### src/rtl/inst_fetcher_if.sv
// Fetch-stage bus bundle: memory request/response channel, dispatcher queue head and
// commit-side redirect.
interface inst_fetcher_if;
   logic        mem_req_valid;
   logic [31:0] mem_req_addr;
   logic        mem_req_ready;
   logic        mem_resp_valid;
   logic [31:0] mem_resp_inst;
   logic        inst_valid;
   logic [31:0] inst;
   logic [31:0] inst_pc;
   logic        pred_taken;
   logic        inst_ready;
   logic        flush;
   logic [31:0] flush_pc;

   modport master (
      output mem_req_valid, mem_req_addr, inst_valid, inst, inst_pc, pred_taken,
      input  mem_req_ready, mem_resp_valid, mem_resp_inst, inst_ready, flush, flush_pc
   );

   modport slave (
      input  mem_req_valid, mem_req_addr, inst_valid, inst, inst_pc, pred_taken,
      output mem_req_ready, mem_resp_valid, mem_resp_inst, inst_ready, flush, flush_pc
   );
endinterface

### src/rtl/inst_fetcher.sv
// Instruction fetch stage: one outstanding memory request, static backward-taken branch
// prediction and a circular instruction queue feeding the dispatcher.
module inst_fetcher #(
   parameter int unsigned IQ_DEPTH = 8,
   parameter logic [31:0] RESET_PC = 32'h0
) (
   input logic            clk,
   input logic            rst_n,
   inst_fetcher_if.master bus
);
   localparam int unsigned PtrW = $clog2(IQ_DEPTH);
   localparam int unsigned CntW = PtrW + 1;
   localparam logic [CntW-1:0] Full = CntW'(IQ_DEPTH);

   typedef enum logic [1:0] {StFetch, StWait, StDrop} state_e;

   state_e          state_q, state_d;
   logic [31:0]     pc_q, pc_d;
   logic [PtrW-1:0] head_q, head_d, tail_q, tail_d;
   logic [CntW-1:0] count_q, count_d;

   logic [31:0] iq_inst [IQ_DEPTH];
   logic [31:0] iq_pc   [IQ_DEPTH];
   logic        iq_pred [IQ_DEPTH];

   logic        push, pop, req_fire;
   logic [31:0] rinst, jal_imm, br_imm, next_pc;
   logic        pred;

   assign rinst   = bus.mem_resp_inst;
   assign jal_imm = {{11{rinst[31]}}, rinst[31], rinst[19:12], rinst[20], rinst[30:21], 1'b0};
   assign br_imm  = {{19{rinst[31]}}, rinst[31], rinst[7], rinst[30:25], rinst[11:8], 1'b0};

   always_comb begin
      next_pc = pc_q + 32'd4;
      pred    = 1'b0;
      if (rinst[6:0] == 7'b1101111) begin
         next_pc = pc_q + jal_imm;
         pred    = 1'b1;
      end else if (rinst[6:0] == 7'b1100011 && rinst[31]) begin
         next_pc = pc_q + br_imm;
         pred    = 1'b1;
      end
   end

   // Reset gates the request so nothing is offered to memory while rst_n is low.
   assign bus.mem_req_valid = rst_n && (state_q == StFetch) && (count_q < Full) && !bus.flush;
   assign bus.mem_req_addr  = pc_q;
   assign bus.inst_valid    = (count_q != '0);
   assign bus.inst          = bus.inst_valid ? iq_inst[head_q] : 32'h0;
   assign bus.inst_pc       = bus.inst_valid ? iq_pc[head_q]   : 32'h0;
   assign bus.pred_taken    = bus.inst_valid ? iq_pred[head_q] : 1'b0;

   assign req_fire = bus.mem_req_valid && bus.mem_req_ready;
   assign pop      = bus.inst_valid && bus.inst_ready && !bus.flush;
   assign push     = (state_q == StWait) && bus.mem_resp_valid && !bus.flush;

   always_comb begin
      state_d = state_q;
      pc_d    = pc_q;
      head_d  = head_q + PtrW'(pop);
      tail_d  = tail_q + PtrW'(push);
      count_d = count_q + CntW'(push) - CntW'(pop);
      unique case (state_q)
         StFetch: if (req_fire) state_d = StWait;
         StWait: begin
            if (bus.mem_resp_valid) begin
               pc_d    = next_pc;
               state_d = StFetch;
            end
         end
         StDrop: if (bus.mem_resp_valid) state_d = StFetch;
         default: state_d = StFetch;
      endcase
      if (bus.flush) begin
         pc_d    = bus.flush_pc;
         head_d  = '0;
         tail_d  = '0;
         count_d = '0;
         // An outstanding request's response must still be swallowed after a redirect.
         if (state_q == StFetch || bus.mem_resp_valid) state_d = StFetch;
         else                                          state_d = StDrop;
      end
   end

   always_ff @(posedge clk or negedge rst_n) begin
      if (!rst_n) begin
         state_q <= StFetch;
         pc_q    <= RESET_PC;
         head_q  <= '0;
         tail_q  <= '0;
         count_q <= '0;
      end else begin
         state_q <= state_d;
         pc_q    <= pc_d;
         head_q  <= head_d;
         tail_q  <= tail_d;
         count_q <= count_d;
      end
   end

   always_ff @(posedge clk) begin
      if (push) begin
         iq_inst[tail_q] <= rinst;
         iq_pc[tail_q]   <= pc_q;
         iq_pred[tail_q] <= pred;
      end
   end
endmodule

### src/flat_wrapper.sv
// flat-port wrapper written by rule: the top's interface ports become plain ports
module inst_fetcher_flat 
#(
   parameter int unsigned IQ_DEPTH = 8,
   parameter logic [31:0] RESET_PC = 32'h0
)
  (clk, rst_n, bus_mem_req_valid, bus_mem_req_addr, bus_inst_valid, bus_inst, bus_inst_pc, bus_pred_taken, bus_mem_req_ready, bus_mem_resp_valid, bus_mem_resp_inst, bus_inst_ready, bus_flush, bus_flush_pc);
  inst_fetcher_if bus_i ();
  input logic clk;
  input logic rst_n;
  output wire logic [$bits(bus_i.mem_req_valid)-1:0] bus_mem_req_valid;
  output wire logic [$bits(bus_i.mem_req_addr)-1:0] bus_mem_req_addr;
  output wire logic [$bits(bus_i.inst_valid)-1:0] bus_inst_valid;
  output wire logic [$bits(bus_i.inst)-1:0] bus_inst;
  output wire logic [$bits(bus_i.inst_pc)-1:0] bus_inst_pc;
  output wire logic [$bits(bus_i.pred_taken)-1:0] bus_pred_taken;
  input wire logic [$bits(bus_i.mem_req_ready)-1:0] bus_mem_req_ready;
  input wire logic [$bits(bus_i.mem_resp_valid)-1:0] bus_mem_resp_valid;
  input wire logic [$bits(bus_i.mem_resp_inst)-1:0] bus_mem_resp_inst;
  input wire logic [$bits(bus_i.inst_ready)-1:0] bus_inst_ready;
  input wire logic [$bits(bus_i.flush)-1:0] bus_flush;
  input wire logic [$bits(bus_i.flush_pc)-1:0] bus_flush_pc;
  assign bus_mem_req_valid = bus_i.mem_req_valid;
  assign bus_mem_req_addr = bus_i.mem_req_addr;
  assign bus_inst_valid = bus_i.inst_valid;
  assign bus_inst = bus_i.inst;
  assign bus_inst_pc = bus_i.inst_pc;
  assign bus_pred_taken = bus_i.pred_taken;
  assign bus_i.mem_req_ready = bus_mem_req_ready;
  assign bus_i.mem_resp_valid = bus_mem_resp_valid;
  assign bus_i.mem_resp_inst = bus_mem_resp_inst;
  assign bus_i.inst_ready = bus_inst_ready;
  assign bus_i.flush = bus_flush;
  assign bus_i.flush_pc = bus_flush_pc;
  inst_fetcher #(.IQ_DEPTH(IQ_DEPTH), .RESET_PC(RESET_PC)) u_core (.clk(clk), .rst_n(rst_n), .bus(bus_i));
endmodule
### config.mk
export PLATFORM = sky130hd
export DESIGN_NAME = inst_fetcher_flat
export DESIGN_NICKNAME = d
export VERILOG_FILES = /design/src/rtl/inst_fetcher_if.sv /design/src/rtl/inst_fetcher.sv /design/src/flat_wrapper.sv
export SDC_FILE = /design/constraint.sdc
export NUM_CORES = 1
export LEC_CHECK = 0
export CAP_MARGIN = 20
export CORE_MARGIN = 4
export CORE_UTILIZATION = 64
export CTS_BUF_LIST = sky130_fd_sc_hd__clkbuf_16
export DETAILED_ROUTE_END_ITERATION = 7
export PLACE_DENSITY = 0.82
export SYNTH_ARGS = -nofsm -noshare
export SYNTH_HDL_FRONTEND = slang
export SYNTH_SLANG_ARGS = --single-unit
### constraint.sdc
create_clock -name clk -period 19.8 [get_ports clk]
set_input_delay 3.96 -clock clk [delete_from_list [all_inputs] [get_ports clk]]
set_output_delay 3.96 -clock clk [all_outputs]
set_load 0.05 [all_outputs]
After elaboration in Yosys (flattened, before gate mapping)
Memory sizes are Yosys's and may differ from the RTL's.
Cells that the tools add are included.
{"block": "totals", "ff_bits": 44, "ramBits": 520, "inputBits": 70, "memories": 3, "output_inout_bits": 99}
{"memory": "u_core.iq_inst", "words": 8, "word_bits": 32, "read_ports": 1, "rd_ports_with_merged_regs": 0, "write_ports": 1, "line": "inst_fetcher.sv:22", "source": "logic [31:0] iq_inst [IQ_DEPTH];"}
{"memory": "u_core.iq_pc", "words": 8, "word_bits": 32, "read_ports": 1, "rd_ports_with_merged_regs": 0, "write_ports": 1, "line": "inst_fetcher.sv:23", "source": "logic [31:0] iq_pc [IQ_DEPTH];"}
{"memory": "u_core.iq_pred", "words": 8, "word_bits": 1, "read_ports": 1, "rd_ports_with_merged_regs": 0, "write_ports": 1, "line": "inst_fetcher.sv:24", "source": "logic iq_pred [IQ_DEPTH];"}
{"block": "classes", "addsub": 7, "order_cmp": 1, "eq_ne": 6, "muxes": 20, "reduce_logical": 18}
{"cell": "32-bit 2-to-1 mux", "count": 7}
{"cell": "32-bit adder", "count": 2}
{"cell": "32-bit by 3-bit adder with 32-bit output (second input constant)", "count": 1}
{"cell": "7-bit == test (second input constant)", "count": 2}
{"cell": "1-bit logical AND", "count": 9}
{"cell": "2-bit 2-to-1 mux", "count": 4}
{"cell": "3-bit by 1-bit adder with 3-bit output", "count": 2}
{"cell": "3-bit 2-to-1 mux", "count": 2}
{"cell": "1-bit 2-to-1 mux", "count": 5}
{"cell": "4-bit by 1-bit adder with 4-bit output", "count": 1}
{"cell": "4-bit < comparator (second input constant)", "count": 1}
{"cell": "4-bit 2-to-1 mux", "count": 1}
{"cell": "2-bit one-hot mux with 2 select lines", "count": 1}
{"cell": "2-bit AND reduction", "count": 2}
{"cell": "2-bit nonzero test", "count": 2}
{"cell": "4-bit nonzero test", "count": 1}
{"cell": "4-bit by 1-bit subtractor with 4-bit output", "count": 1}
{"cell": "3-bit by 1-bit != test with 1-bit output (second input constant)", "count": 1}
{"cell": "3-bit by 2-bit != test with 1-bit output (second input constant)", "count": 1}
{"cell": "2-bit by 1-bit == test with 1-bit output (second input constant)", "count": 1}
{"cell": "2-bit == test (second input constant)", "count": 1}
{"cell": "2-bit logical NOT", "count": 1}
{"cell": "2-bit OR reduction", "count": 1}
{"cell": "1-bit logical NOT", "count": 1}
{"cell": "1-bit logical OR", "count": 1}

Logic depth before layout (Yosys ltp)
Gate-level depths: netlist (run 1).
{"block": "depth", "ltp_word": 8, "ltp_mapped": 13, "mapped_depth_nobuf": 13}

Worst setup path before layout (run 1)
OpenSTA, ideal clock, no wires.
{"block": "synth_timing", "kind": "input-to-reg", "from": "in bus_flush", "to": "mem u_core.iq_inst[0][0] (enable)", "path_slack_ns": 8.499, "stages": 4, "required_time_ns": 19.152, "t_arrival_ns": 10.653, "path_cell_list": "clkbuf_1 nand2b_1 clkbuf_1 nor4_1"}
{"block": "synth_via", "elab_chain_len": 4}
{"item": "start, declared", "line": "flat_wrapper.sv:21", "source": "input wire logic [$bits(bus_i.flush)-1:0] bus_flush;"}
{"item": "1-bit logical NOT", "line": "inst_fetcher.sv:56", "source": "assign push = (state_q == StWait) && bus.mem_resp_valid && !bus.flush;"}
{"item": "1-bit logical AND", "line": "inst_fetcher.sv:56"}
{"item": "1-bit 2-to-1 mux", "line": "inst_fetcher.sv:103", "source": "if (push) begin"}
{"item": "1-bit 2-to-1 mux (not written as such)", "line": "inst_fetcher.sv:104", "source": "iq_inst[tail_q] <= rinst;"}
{"item": "end, declared", "line": "inst_fetcher.sv:22"}
Every way passes these cells.

Final worst setup path (run 1)
{"block": "layout_timing", "from": "in rst_n", "to": "out bus_mem_req_valid"}
{"block": "layout_via", "elab_chain_len": 3}
{"item": "start, declared", "line": "flat_wrapper.sv:10", "source": "input logic rst_n;"}
{"item": "1-bit logical AND (3 in series)", "line": "inst_fetcher.sv:47", "source": "assign bus.mem_req_valid = rst_n && (state_q == StFetch) && (count_q < Full) && !bus.flush;"}
{"item": "end, declared", "line": "flat_wrapper.sv:11", "source": "output wire logic [$bits(bus_i.mem_req_valid)-1:0] bus_mem_req_valid;"}
Every way passes these cells.

==> out/qor_table.md, run 1 <==
| Quantity | This run | Unit |
|---|---|---|
| Outcome | complete, no violations | - |
| Wire length of the first global-routing pass | 97.6 | mm |
| Placed insts | 2256 | - |
| Startpoint types | input pin | - |
| Starting density of the core | 65.4 | % |
| Required time of the worst setup path | 15.84 | ns |
| Tightest Pin Transition | 1.12 | ns |
| Quantity of I/O buffers inserted on ports | 168 | - |
| Largest vdd supply drop | 124 | uV |
| Clock Latency Late Sink | 0.60 | ns |
| Fraction of power consumed by the clock network | 30.6 | % |
| Last weighted congestion value of the routability-driven placer | 0.947 | - |
| Crit path max-delay family | buffers and inverters | - |
| Vertical die dimension | 208 | um |
| Skew final | 0.0251 | ns |
| Post-synth top area share | 61.2 | % |
| Logic pwr share | 27.2 | % |
| Highest clock rate | 0.102 | GHz |
| Wire length per cell after detailed routing | 27.3 | um |
| CP Buf/Inv Count | 3 | - |
| Internal power | 2.22 | mW |
| Areal power density over the cells | 111 | nW/um^2 |
| Switching power share of the total | 32.1 | % |
| Post-DRT Antenna Nets | 0 | - |
| Number of global-route vias before repair | 15.9k | - |
| Register-to-register setup slack | 15.92 | ns |
| Area after DPL | 27800 | um^2 |
| DP HPWL | 37.3 | mm |
| Number of antenna violations at the first check in global routing | 1 | - |
| Net switching power | 1.05 | mW |
| Cell taking the most area after synthesis | edfxtp_1 | - |
| Final setup viols | 0 | - |
| Fraction of the core area covered by cells at the end of the flow | 75.8 | % |
| Share of flip-flops with an asynchronous set or reset | 7.80 | % |
| Clock input transition at the sequential cells of the worst setup and hold paths | 0.06 | ns |
| Area Growth Syn to Fin | 16.0 | % |
| Startpoint of the most critical hold path | u_core.state_q[1]$_DFFE_PN0P_ | - |
| Max-slew violation count | 0 | - |
| Element type at the critical path end | output port | - |
| Static Leakage | 9.77 | nW |
| Number of library cell types mapped by synthesis | 77 | - |
| Number of cells traversed by the worst register-to-register path | 13 | - |
| Post-synthesis sequential area ratio | 65.5 | % |
| Crit Reg-Reg Startpoint | u_core.bus.mem_req_addr[1]$_DFFE_PN0P_ | - |
| Final critical-path share of the clock period | 49.3 | % |
| Clock tree from TritonCTS | yes | - |
| Bufs on Longest Clock Path | 3 | - |
| Most frequent cells after synthesis | edfxtp_1, nor2_1, mux4_2 | - |
| Maximum number of pins on one net before global-route repair | 80 | - |
| Number of clock buffers inserted by TritonCTS | 53 | - |
| Final hold slack | 0.537 | ns |
| Filler Cell Count | 2261 | - |
| Clock period minus final worst setup slack | 9.77 | ns |
| Antenna diodes | 0 | - |
| Dominant cells by area after synthesis | edfxtp_1, mux4_2, dfrtp_1 | - |
| Horizontal extent of the die | 208 | um |
| Max-slew headroom | 25.1 | % |
| DRC violation count after routing | 0 | - |
| Root buffer cell | clkbuf_16 | - |
| Clock H-tree levels | 2 | - |
| Worst Hold Endpoint | u_core.state_q[1]$_DFFE_PN0P_ | - |
| Ports placed on the boundary | 169 | - |
| Most frequently used cell type in the post-synthesis netlist | edfxtp_1 | - |
| Post-CTS Resized | 0 | - |
| Post-Synthesis Cells | 1623 | - |
| Avg Vias per Cell | 6.61 | - |
| Stages on worst setup path | 5 | - |
| Share of post-route cells with drive strength above 1 | 14.8 | % |
| Netlist area before placement | 25500 | um^2 |
| Crit Reg-Reg Endpoint | u_core.bus.mem_req_addr[31]$_DFFE_PN0P_ | - |
| Avg Synthesized Cell Area | 15.7 | um^2 |
| Worst path cell trace | buf_2 > buf_4 > nor2b_1 > nor3b_1 > clkdlybuf4s50_1 | - |
| Setup TNS | 0 | ns |
| Maximum Capacitance Violations | 0 | - |
| Total count of hold-check failures in the final report | 0 | - |
| Crit-path max FO | 45 | - |
| Overall global routing resource usage | 29.7 | % |
| Number of warning messages in the yosys log | 0 | - |
| EDFF count, synth | 520 | - |
| Worst Path Arrival | 5.81 | ns |
| Number of nets at the end of the flow | 1924 | - |
| Vias after detailed routing | 15.6k | - |
| Setup fix buffers added after clock tree synthesis | 0 | - |
| Area of the core | 39000 | um^2 |
| Post-Route WL | 64.4 | mm |
| Number of placement rows | 72 | - |
| Total clock sinks | 564 | - |
| Yosys reg bits | 564 | - |
| Final design instance area without fill | 29600 | um^2 |
| Min-Delay Path Depth | 2 | - |
| Final std cells w/o fill | 2358 | - |
| Congestion Overflow GR | 0 | - |
| Worst path max stage delay | 0.83 | ns |
| CP Class | input pin to output port | - |
| Synth Net Count | 1751 | - |
| Slowest stage cell on the critical path | clkdlybuf4s50_1 | - |
| Type of the most critical hold path | register to register | - |
| Post-CTS Hold Buffers | 0 | - |
| RSZ-0062 raised after global routing | false | - |
| Fraction of power consumed by sequential logic | 42.2 | % |
| DIE AREA | 43100 | um^2 |
| Router iterations before antenna repair | 6 | - |
| Most used DFF post-synth | edfxtp_1 | - |
| Drt initial violations | 1815 | - |
state kept, by name, indices dropped and copies added (netlist names):
register	flops
u_core.bus.mem_req_addr	32
u_core.iq_pred	8
u_core.iq_pc	256
u_core.tail_q	3
u_core.count_q	4
u_core.head_q	3
u_core.state_q	2
u_core.iq_inst	256
power groups by stage:
| stage | Clock [mW] | Combinational, mW | Sequential, mW |
|---|---|---|---|
| floorplan | 0 | 0.585 | 1.41 |
| global placement | 0 | 0.866 | 1.40 |
| detailed placement | 0 | 0.877 | 1.40 |
| CTS | 1.01 | 0.886 | 1.38 |
| global route | 1.07 | 0.935 | 1.38 |
| finish | 1.00 | 0.888 | 1.38 |
cells in the final DEF (no fill, tap or decap), drive strengths merged, types with 5 or more instances in the layout:
cell / synthesis / layout
nor3: 14 / 14
edfxtp: 520 / 520
ha: 55 / 55
o211ai: 17 / 17
a21o: 17 / 17
clkbuf: 59 / 55
xor2: 25 / 25
a31oi: 14 / 14
clkdlybuf4s50: 0 / 166
inv: 31 / 47
nand3: 28 / 28
mux4: 130 / 130
clkinv: 1 / 19
nand2: 86 / 86
o21ai: 66 / 66
buf: 27 / 38
o22ai: 14 / 14
and3: 21 / 21
nor2: 131 / 131
clkinvlp: 0 / 5
o31ai: 8 / 8
mux2i: 68 / 68
and4: 5 / 5
and2: 7 / 7
nand2b: 15 / 15
dfrtp: 44 / 44
a21oi: 73 / 73
a22oi: 6 / 6
bufinv: 0 / 5
a211oi: 19 / 19
nor2b: 17 / 17
nand4: 9 / 9
xnor2: 31 / 31
through the flow:
step                worst slack [ns]  power [mW]
floorplan                       8.50        1.99
global placement               10.05        2.27
detailed placement              9.98        2.28
CTS                             9.98        3.28
global route                    9.84        3.39
finish                         10.03        3.27
cell type report:
type	count	area, um^2	area share [%]
Clock buffer	55	1380	4.65
Clock inverter	44	345	1.17
Inverter	32	120	0.406
Multi-Input combinational cell	941	8370	28.3
Sequential cell	564	16700	56.6
Tap cell	518	648	2.19
Timing Repair Buffer	204	1990	6.72
worst max-delay path by stage:
stage,start,to,slack [ns]
after floorplan,bus_flush,u_core.iq_inst[0][0]$_DFFE_PP_,8.50
after global placement,rst_n,bus_mem_req_valid,10.05
after detailed placement,rst_n,bus_mem_req_valid,9.98
after CTS,rst_n,bus_mem_req_valid,9.98
after global routing,rst_n,bus_mem_req_valid,9.84
final,rst_n,bus_mem_req_valid,10.03
routing by layer:
layer	vias to the layer above	GRT usage [%]	share of wire (%)
met5	-	0	0.020
li1	6765	-	-
met3	118	5.80	9.3
met4	2	7.70	2.5
met2	872	47.9	49
met1	7818	42.7	39
worst min-delay path: stages (launching register included):
cell and delay [ns]:
dfrtp_1 0.38, nand2_1 0.06, o21ai_0 0.06
cell families after synthesis:
| logic type | after synthesis | synth area share [%] |
|---|---|---|
| AO/OA/AOI/OAI | 277 | 7.11 |
| adder cells (fa/ha/maj) | 58 | 2.93 |
| multiplexers | 202 | 14.3 |
| flip-flops | 564 | 65.5 |
| AND/OR/NAND/NOR | 348 | 6.34 |
| buffers and inverters | 118 | 1.82 |
| XOR/XNOR | 56 | 1.92 |
(Power assumes the default switching activity.)
==> inputs of run 2 (changes only) <==
- CORE_UTILIZATION: 64 -> 54
- PLACE_DENSITY: 0.82 -> 0.74
- clock period: 19.8 -> 8.81 ns (I/O delays scaled with it)
==> run 2 against run 1 <==
Compared with the run above:
- core utilization fell by 12 points
- combinational power increased by 120%
- die area increased by 18%
- count of clock-buffer cells in the layout stayed put
- sequential cell count unchanged
- sequential power up 130%
- non-clock buffer count stayed put
- routed wire length decreased by 2.0%
- first-iteration DRC count shrank 6.9%
- clock skew about the same
- final cell count is 3.9% higher
- critical path type is now register to output port
- highest routed layer is now met4
==> out/qor_table.md, run 2 (synthesis gave the netlist of run 1 again) <==
| Quantity | This run | Unit | vs previous |
|---|---|---|---|
| Outcome | complete, no violations | - | unchanged |
| Total clock sinks | 564 | - | unchanged |
| Number of clock buffers inserted by TritonCTS | 55 | - | was 53 |
| Max-slew headroom | 37.2 | % | was 25.1% |
| Clock Latency Late Sink | 0.62 | ns | was 0.60 ns |
| Static Leakage | 9.77 | nW | about the same |
| Multi-input logic area | 8390 | um^2 | was 8370 um^2 |
| DP HPWL | 38.6 | mm | was 37.3 mm |
| Clock tree from TritonCTS | yes | - | unchanged |
| Number of antenna violations at the first check in global routing | 1 | - | unchanged |
| Setup TNS | 0 | ns | unchanged |
| Total power of the final layout | 7.36 | mW | was 3.27 mW |
| Number of nets at the end of the flow | 1926 | - | was 1924 |
| Avg Vias per Cell | 6.25 | - | was 6.61 |
| Drt initial violations | 1689 | - | was 1815 |
| Slowest stage cell on the critical path | dfrtp_4 | - | was clkdlybuf4s50_1 |
| Congestion Overflow GR | 0 | - | unchanged |
| Logic pwr share | 26.8 | % | was 27.2% |
| Worst Path Arrival | 4.01 | ns | was 5.81 ns |
| Ports placed on the boundary | 169 | - | unchanged |
| Leading cell type in the layout, fill and taps excluded | edfxtp_1 | - | unchanged |
| Worst path max stage delay | 0.97 | ns | was 0.83 ns |
| Clock input transition at the sequential cells of the worst setup and hold paths | 0.06 | ns | about the same |
| Filler Cell Count | 3315 | - | was 2261 |
| Type of the most critical hold path | register to register | - | unchanged |
| Area taken by flip-flops and latches | 16700 | um^2 | unchanged |
| Horizontal extent of the die | 225 | um | was 208 um |
| CP Buf/Inv Count | 2 | - | was 3 |
| Most frequent cells in the layout | edfxtp_1, clkdlybuf4s50_1, mux4_2, nor2_1, nand2_1 | - | unchanged |
| Tightest Pin Transition | 0.941 | ns | was 1.12 ns |
| Required time of the worst setup path | 7.05 | ns | was 15.84 ns |
| Post-CTS Resized | 0 | - | unchanged |
| Maximum number of pins on one net before global-route repair | 68 | - | was 80 |
| Maximum Capacitance Violations | 0 | - | unchanged |
| Wire length of the first global-routing pass | 96.3 | mm | was 97.6 mm |
| Skew final | 0.0246 | ns | was 0.0251 ns |
| Internal power | 5.00 | mW | was 2.22 mW |
| Largest vdd supply drop | 217 | uV | was 124 uV |
| Root buffer cell | clkbuf_16 | - | unchanged |
| Number of global-route vias before repair | 15.6k | - | was 15.9k |
| Fraction of power consumed by sequential logic | 42.2 | % | about the same |
| Post-DRT Antenna Nets | 0 | - | unchanged |
| Bufs on Longest Clock Path | 3 | - | unchanged |
| Final hold slack | 0.548 | ns | was 0.537 ns |
| Total count of hold-check failures in the final report | 0 | - | unchanged |
| Element type at the critical path end | output port | - | unchanged |
| Quantity of I/O buffers inserted on ports | 168 | - | unchanged |
| Setup fix buffers added after clock tree synthesis | 0 | - | unchanged |
| CP Class | register to output port | - | was input pin to output port |
| Share of post-route cells with drive strength above 1 | 15.2 | % | was 14.8% |
| Area of the core | 46700 | um^2 | was 39000 um^2 |
| Vertical die dimension | 225 | um | was 208 um |
| Max-slew violation count | 0 | - | unchanged |
| Starting density of the core | 54.7 | % | was 65.4% |
| Crit path max-delay family | buffers and inverters | - | unchanged |
| Number of placement rows | 79 | - | was 72 |
| RSZ-0062 raised after global routing | false | - | unchanged |
| Area Growth Syn to Fin | 16.5 | % | was 16.0% |
| Router iterations before antenna repair | 6 | - | unchanged |
| Dpl ws | 2.96 | ns | was 9.98 ns |
| Switching power share of the total | 32.1 | % | about the same |
| Crit-path max FO | 43 | - | was 45 |
| Highest clock rate | 0.173 | GHz |  |
| Overall global routing resource usage | 25.1 | % | was 29.7% |
| Net switching power | 2.37 | mW | was 1.05 mW |
| Wire length per cell after detailed routing | 25.8 | um | was 27.3 um |
| Clock H-tree levels | 2 | - | unchanged |
| Vias after detailed routing | 15.3k | - | was 15.6k |
| Final setup viols | 0 | - | unchanged |
| Setup slack of the critical path after layout | 3.04 | ns | was 10.03 ns |
| Clock period minus final worst setup slack | 5.77 | ns |  |
| Fraction of power consumed by the clock network | 31.0 | % | was 30.6% |
| Areal power density over the cells | 248 | nW/um^2 | was 111 nW/um^2 |
| Post-Route WL | 63.1 | mm | was 64.4 mm |
| DRC violation count after routing | 0 | - | unchanged |
| Startpoint types | register | - | was input pin |
| Last weighted congestion value of the routability-driven placer | 0.915 | - | was 0.947 |
| Final critical-path share of the clock period | 65.5 | % |  |
| Worst path cell trace | buf_4 > mux4_2 > mux2i_1 > nor2_1 > clkdlybuf4s50_1 | - | was buf_2 > buf_4 > nor2b_1 > nor3b_1 > clkdlybuf4s50_1 |
| DIE AREA | 50800 | um^2 | was 43100 um^2 |
| Post-CTS Hold Buffers | 0 | - | unchanged |
==> run 2: layer usage <==
| layer | global-route usage, % | part of all wire, % | vias up |
|---|---|---|---|
| met3 | 4.95 | 7.6 | 90 |
| met2 | 39.3 | 48 | 609 |
| met1 | 36.4 | 42 | 7841 |
| met5 | 0 | 0 | - |
| met4 | 7.59 | 2.7 | 0 |
| li1 | - | - | 6769 |
==> run 2: stage by stage <==
step	instances	cell area [um^2]	util, %
after floorplan	1623	25500	-
after global placement	2347	27900	59.9
after detailed placement	2348	28000	59.9
after CTS	2448	29700	63.7
after global routing	2449	29700	63.7
final	2449	29700	63.7
==> run 2: cell type report <==
type / count / share of cell area, %
Timing Repair Buffer: 204 / 6.62
Sequential cell: 564 / 56.3
Antenna cell: 1 / 0.00842
Multi-Input combinational cell: 941 / 28.2
Tap cell: 607 / 2.56
Clock inverter: 45 / 1.28
Clock buffer: 55 / 4.63
Inverter: 32 / 0.404
==> run 2: path summary, 6_finish.rpt <==
| kind | startpoint | to | slack (ns) | cells past startpoint |
|---|---|---|---|---|
| setup reg to reg | u_core.state_q[1]$_DFFE_PN0P_ | u_core.iq_inst[1][5]$_DFFE_PP_ | 4.72 | 9 |
| hold / removal | u_core.state_q[1]$_DFFE_PN0P_ | u_core.state_q[1]$_DFFE_PN0P_ | 0.55 | 2 |
| setup / recovery | u_core.head_q[0]$_DFF_PN0_ | bus_inst[9] | 3.04 | 5 |
| min in group asynchronous | rst_n | u_core.bus.mem_req_addr[22]$_DFFE_PN0P_ | 1.24 | 2 |
| hold reg to reg | u_core.state_q[1]$_DFFE_PN0P_ | u_core.state_q[1]$_DFFE_PN0P_ | 0.55 | 2 |
| max in group asynchronous | rst_n | u_core.head_q[0]$_DFF_PN0_ | 7.05 | 2 |
==> run 2: tightest hold or removal path, stage by stage, from the launching register on <==
cell	delay (ns)
dfrtp_1	0.39
nand2_1	0.06
o21ai_0	0.06
==> run 2: power groups by stage <==
stage | clock network (mW) | registers, mW | logic (mW)
global route | 2.45 | 3.12 | 2.09
finish | 2.29 | 3.11 | 1.97
CTS | 2.32 | 3.11 | 1.99
detailed placement | 0 | 3.17 | 1.97
global placement | 0 | 3.16 | 1.96
floorplan | 0 | 3.17 | 1.32
==> inputs of run 3 (changes only) <==
- CORE_UTILIZATION: 54 -> 59
- PLACE_DENSITY: 0.74 -> 0.77
- clock period: 8.81 -> 5.6 ns (I/O delays scaled with it)
==> run 3 against run 2 <==
Compared with the run above:
- via count rose by 1.3%
- final cell count fell by 0.82%
- sequential cell count did not move
- worst setup slack got worse by 2.2 ns
- core utilization rose by 6.7 points
- count of clock-buffer cells in the layout did not move
- die area fell by 8.2%
==> out/qor_table.md, run 3 (synthesis gave the netlist of run 1 again) <==
| Quantity | This run | Unit | vs previous |
|---|---|---|---|
| Outcome | complete, no violations | - | unchanged |
| Post-Route WL | 64.1 | mm | was 63.1 mm |
| Number of antenna violations at the first check in global routing | 1 | - | unchanged |
| Min-Delay Path Depth | 2 | - | unchanged |
| Required time of the worst setup path | 4.48 | ns | was 7.05 ns |
| Static Leakage | 9.85 | nW | was 9.77 nW |
| Most frequent cells in the layout | edfxtp_1, clkdlybuf4s50_1, mux4_2, nor2_1, nand2_1 | - | unchanged |
| Number of global-route vias before repair | 15.7k | - | was 15.6k |
| Setup slack of the critical path after layout | 0.882 | ns | was 3.04 ns |
| Highest clock rate | 0.212 | GHz |  |
| Max-slew headroom | 38.1 | % | was 37.2% |
| CP Class | register to output port | - | unchanged |
| Worst path max stage delay | 0.96 | ns | was 0.97 ns |
| Congestion Overflow GR | 0 | - | unchanged |
| Met2 usage in global routing | 44.6 | % | was 39.3% |
| Element type at the critical path end | output port | - | unchanged |
| Avg Vias per Cell | 6.39 | - | was 6.25 |
| Total clock sinks | 564 | - | unchanged |
| Final hold slack | 0.553 | ns | was 0.548 ns |
| Final critical-path share of the clock period | 84.2 | % |  |
| Leading cell type in the layout, fill and taps excluded | edfxtp_1 | - | unchanged |
| DIE AREA | 46600 | um^2 | was 50800 um^2 |
| Stages on worst setup path | 5 | - | unchanged |
| Wire length per cell after detailed routing | 26.4 | um | was 25.8 um |
| Total count of hold-check failures in the final report | 0 | - | unchanged |
| Vias after detailed routing | 15.5k | - | was 15.3k |
| Slowest stage cell on the critical path | dfrtp_4 | - | unchanged |
| Clock tree from TritonCTS | yes | - | unchanged |
| Quantity of I/O buffers inserted on ports | 168 | - | unchanged |
| Drt initial violations | 1733 | - | was 1689 |
| Startpoint types | register | - | unchanged |
| Dpl ws | 0.711 | ns | was 2.96 ns |
| Maximum number of pins on one net before global-route repair | 69 | - | was 68 |
| Crit path max-delay family | buffers and inverters | - | unchanged |
| CP Buf/Inv Count | 2 | - | unchanged |
| Ports placed on the boundary | 169 | - | unchanged |
| Number of nets at the end of the flow | 1935 | - | was 1926 |
| Post-CTS Resized | 0 | - | unchanged |
| Crit-path max FO | 38 | - | was 43 |
| Root buffer cell | clkbuf_16 | - | unchanged |
| Largest vdd supply drop | 340 | uV | was 217 uV |
| Fraction of the core area covered by cells at the end of the flow | 70.4 | % | was 63.7% |
| Wire length of the first global-routing pass | 96.7 | mm | was 96.3 mm |
| Clock period minus final worst setup slack | 4.72 | ns |  |
| Clock Latency Late Sink | 0.59 | ns | was 0.62 ns |
| Tightest Pin Transition | 0.928 | ns | was 0.941 ns |
| Type of the most critical hold path | register to register | - | unchanged |
| Met1 GRT Util | 39.0 | % | was 36.4% |
| DP HPWL | 39.3 | mm | was 38.6 mm |
| Met3 layer usage reported by global route | 4.64 | % | was 4.95% |
| Clock input transition at the sequential cells of the worst setup and hold paths | 0.06 | ns | about the same |
| Share of post-route cells with drive strength above 1 | 15.3 | % | was 15.2% |
| Starting density of the core | 60.3 | % | was 54.7% |
| Clock H-tree levels | 2 | - | unchanged |
| Number of placement rows | 75 | - | was 79 |
| Vertical die dimension | 216 | um | was 225 um |
| Overall global routing resource usage | 27.4 | % | was 25.1% |
| RSZ-0062 raised after global routing | false | - | unchanged |
| Last weighted congestion value of the routability-driven placer | 0.931 | - | was 0.915 |
| Bufs on Longest Clock Path | 3 | - | unchanged |
| Layer with the highest usage | met2 | - | unchanged |
| Worst path cell trace | buf_12 > mux4_2 > mux2i_1 > nor2_1 > clkdlybuf4s50_1 | - | was buf_4 > mux4_2 > mux2i_1 > nor2_1 > clkdlybuf4s50_1 |
| Final setup viols | 0 | - | unchanged |
| DRC violation count after routing | 0 | - | unchanged |
| Worst Path Arrival | 3.60 | ns | was 4.01 ns |
| Number of clock buffers inserted by TritonCTS | 54 | - | was 55 |
| Skew final | 0.0107 | ns | was 0.0246 ns |
| Maximum Capacitance Violations | 0 | - | unchanged |
| Area of the core | 42300 | um^2 | was 46700 um^2 |
| Filler Cell Count | 2746 | - | was 3315 |
| Post-CTS Hold Buffers | 0 | - | unchanged |
| Post-DRT Antenna Nets | 0 | - | unchanged |
| Number of cells traversed by the worst register-to-register path | 12 | - | was 9 |
| Max-slew violation count | 0 | - | unchanged |
| Setup fix buffers added after clock tree synthesis | 0 | - | unchanged |
| Horizontal extent of the die | 216 | um | was 225 um |
| Router iterations before antenna repair | 5 | - | was 6 |
| Areal power density over the cells | 389 | nW/um^2 | was 248 nW/um^2 |
| Area Growth Syn to Fin | 16.9 | % | was 16.5% |
run 3: routing by layer:
layer | up-vias | share of wire [%]
li1 | 6788 | -
met5 | - | 0
met2 | 715 | 49
met1 | 7904 | 40
met4 | 0 | 2.9
met3 | 105 | 8.0
run 3: metrics by stage:
stage | power (mW) | cell area [um^2] | TNS, ns | cells
floorplan | 7.05 | 25500 | -227.20 | 1623
global placement | 8.09 | 28100 | 0 | 2327
detailed placement | 8.14 | 28100 | 0 | 2327
CTS | 11.6 | 29800 | 0 | 2427
global route | 12.0 | 29800 | 0 | 2429
finish | 11.6 | 29800 | 0 | 2429
run 3: worst min-delay path, cell delays in order (launching register included):
cell     delay, ns
dfrtp_1       0.38
nand2_1       0.06
o21ai_0       0.07
run 3: report_power, final:
group | switching, mW | internal [mW] | total, mW
clock | 1.51 | 2.01 | 3.52
combinational | 2.01 | 1.17 | 3.18
sequential | 0.180 | 4.70 | 4.88
run 3: final cells by class:
class | count | area [um^2] | area share (%)
timing repair buffer | 214 | 2140 | 7.17
sequential | 564 | 16700 | 56.1
antenna | 1 | 2.50 | 0.00840
multi-input combinational | 941 | 8390 | 28.1
clock buffer | 55 | 1380 | 4.62
inverter | 32 | 120 | 0.403
tap | 577 | 722 | 2.42
clock inverter | 45 | 334 | 1.12
run 3: path summary, 6_finish.rpt:
check	start	endpoint	slack, ns
setup / recovery	u_core.head_q[0]$_DFF_PN0_	bus_inst_pc[14]	0.88
setup reg to reg	u_core.bus.mem_req_addr[2]$_DFFE_PN0P_	u_core.bus.mem_req_addr[31]$_DFFE_PN0P_	1.77
min in group asynchronous	rst_n	u_core.bus.mem_req_addr[26]$_DFFE_PN0P_	0.66
hold / removal	u_core.state_q[1]$_DFFE_PN0P_	u_core.state_q[1]$_DFFE_PN0P_	0.55
hold reg to reg	u_core.state_q[1]$_DFFE_PN0P_	u_core.state_q[1]$_DFFE_PN0P_	0.55
max in group asynchronous	rst_n	u_core.head_q[2]$_DFF_PN0_	4.43
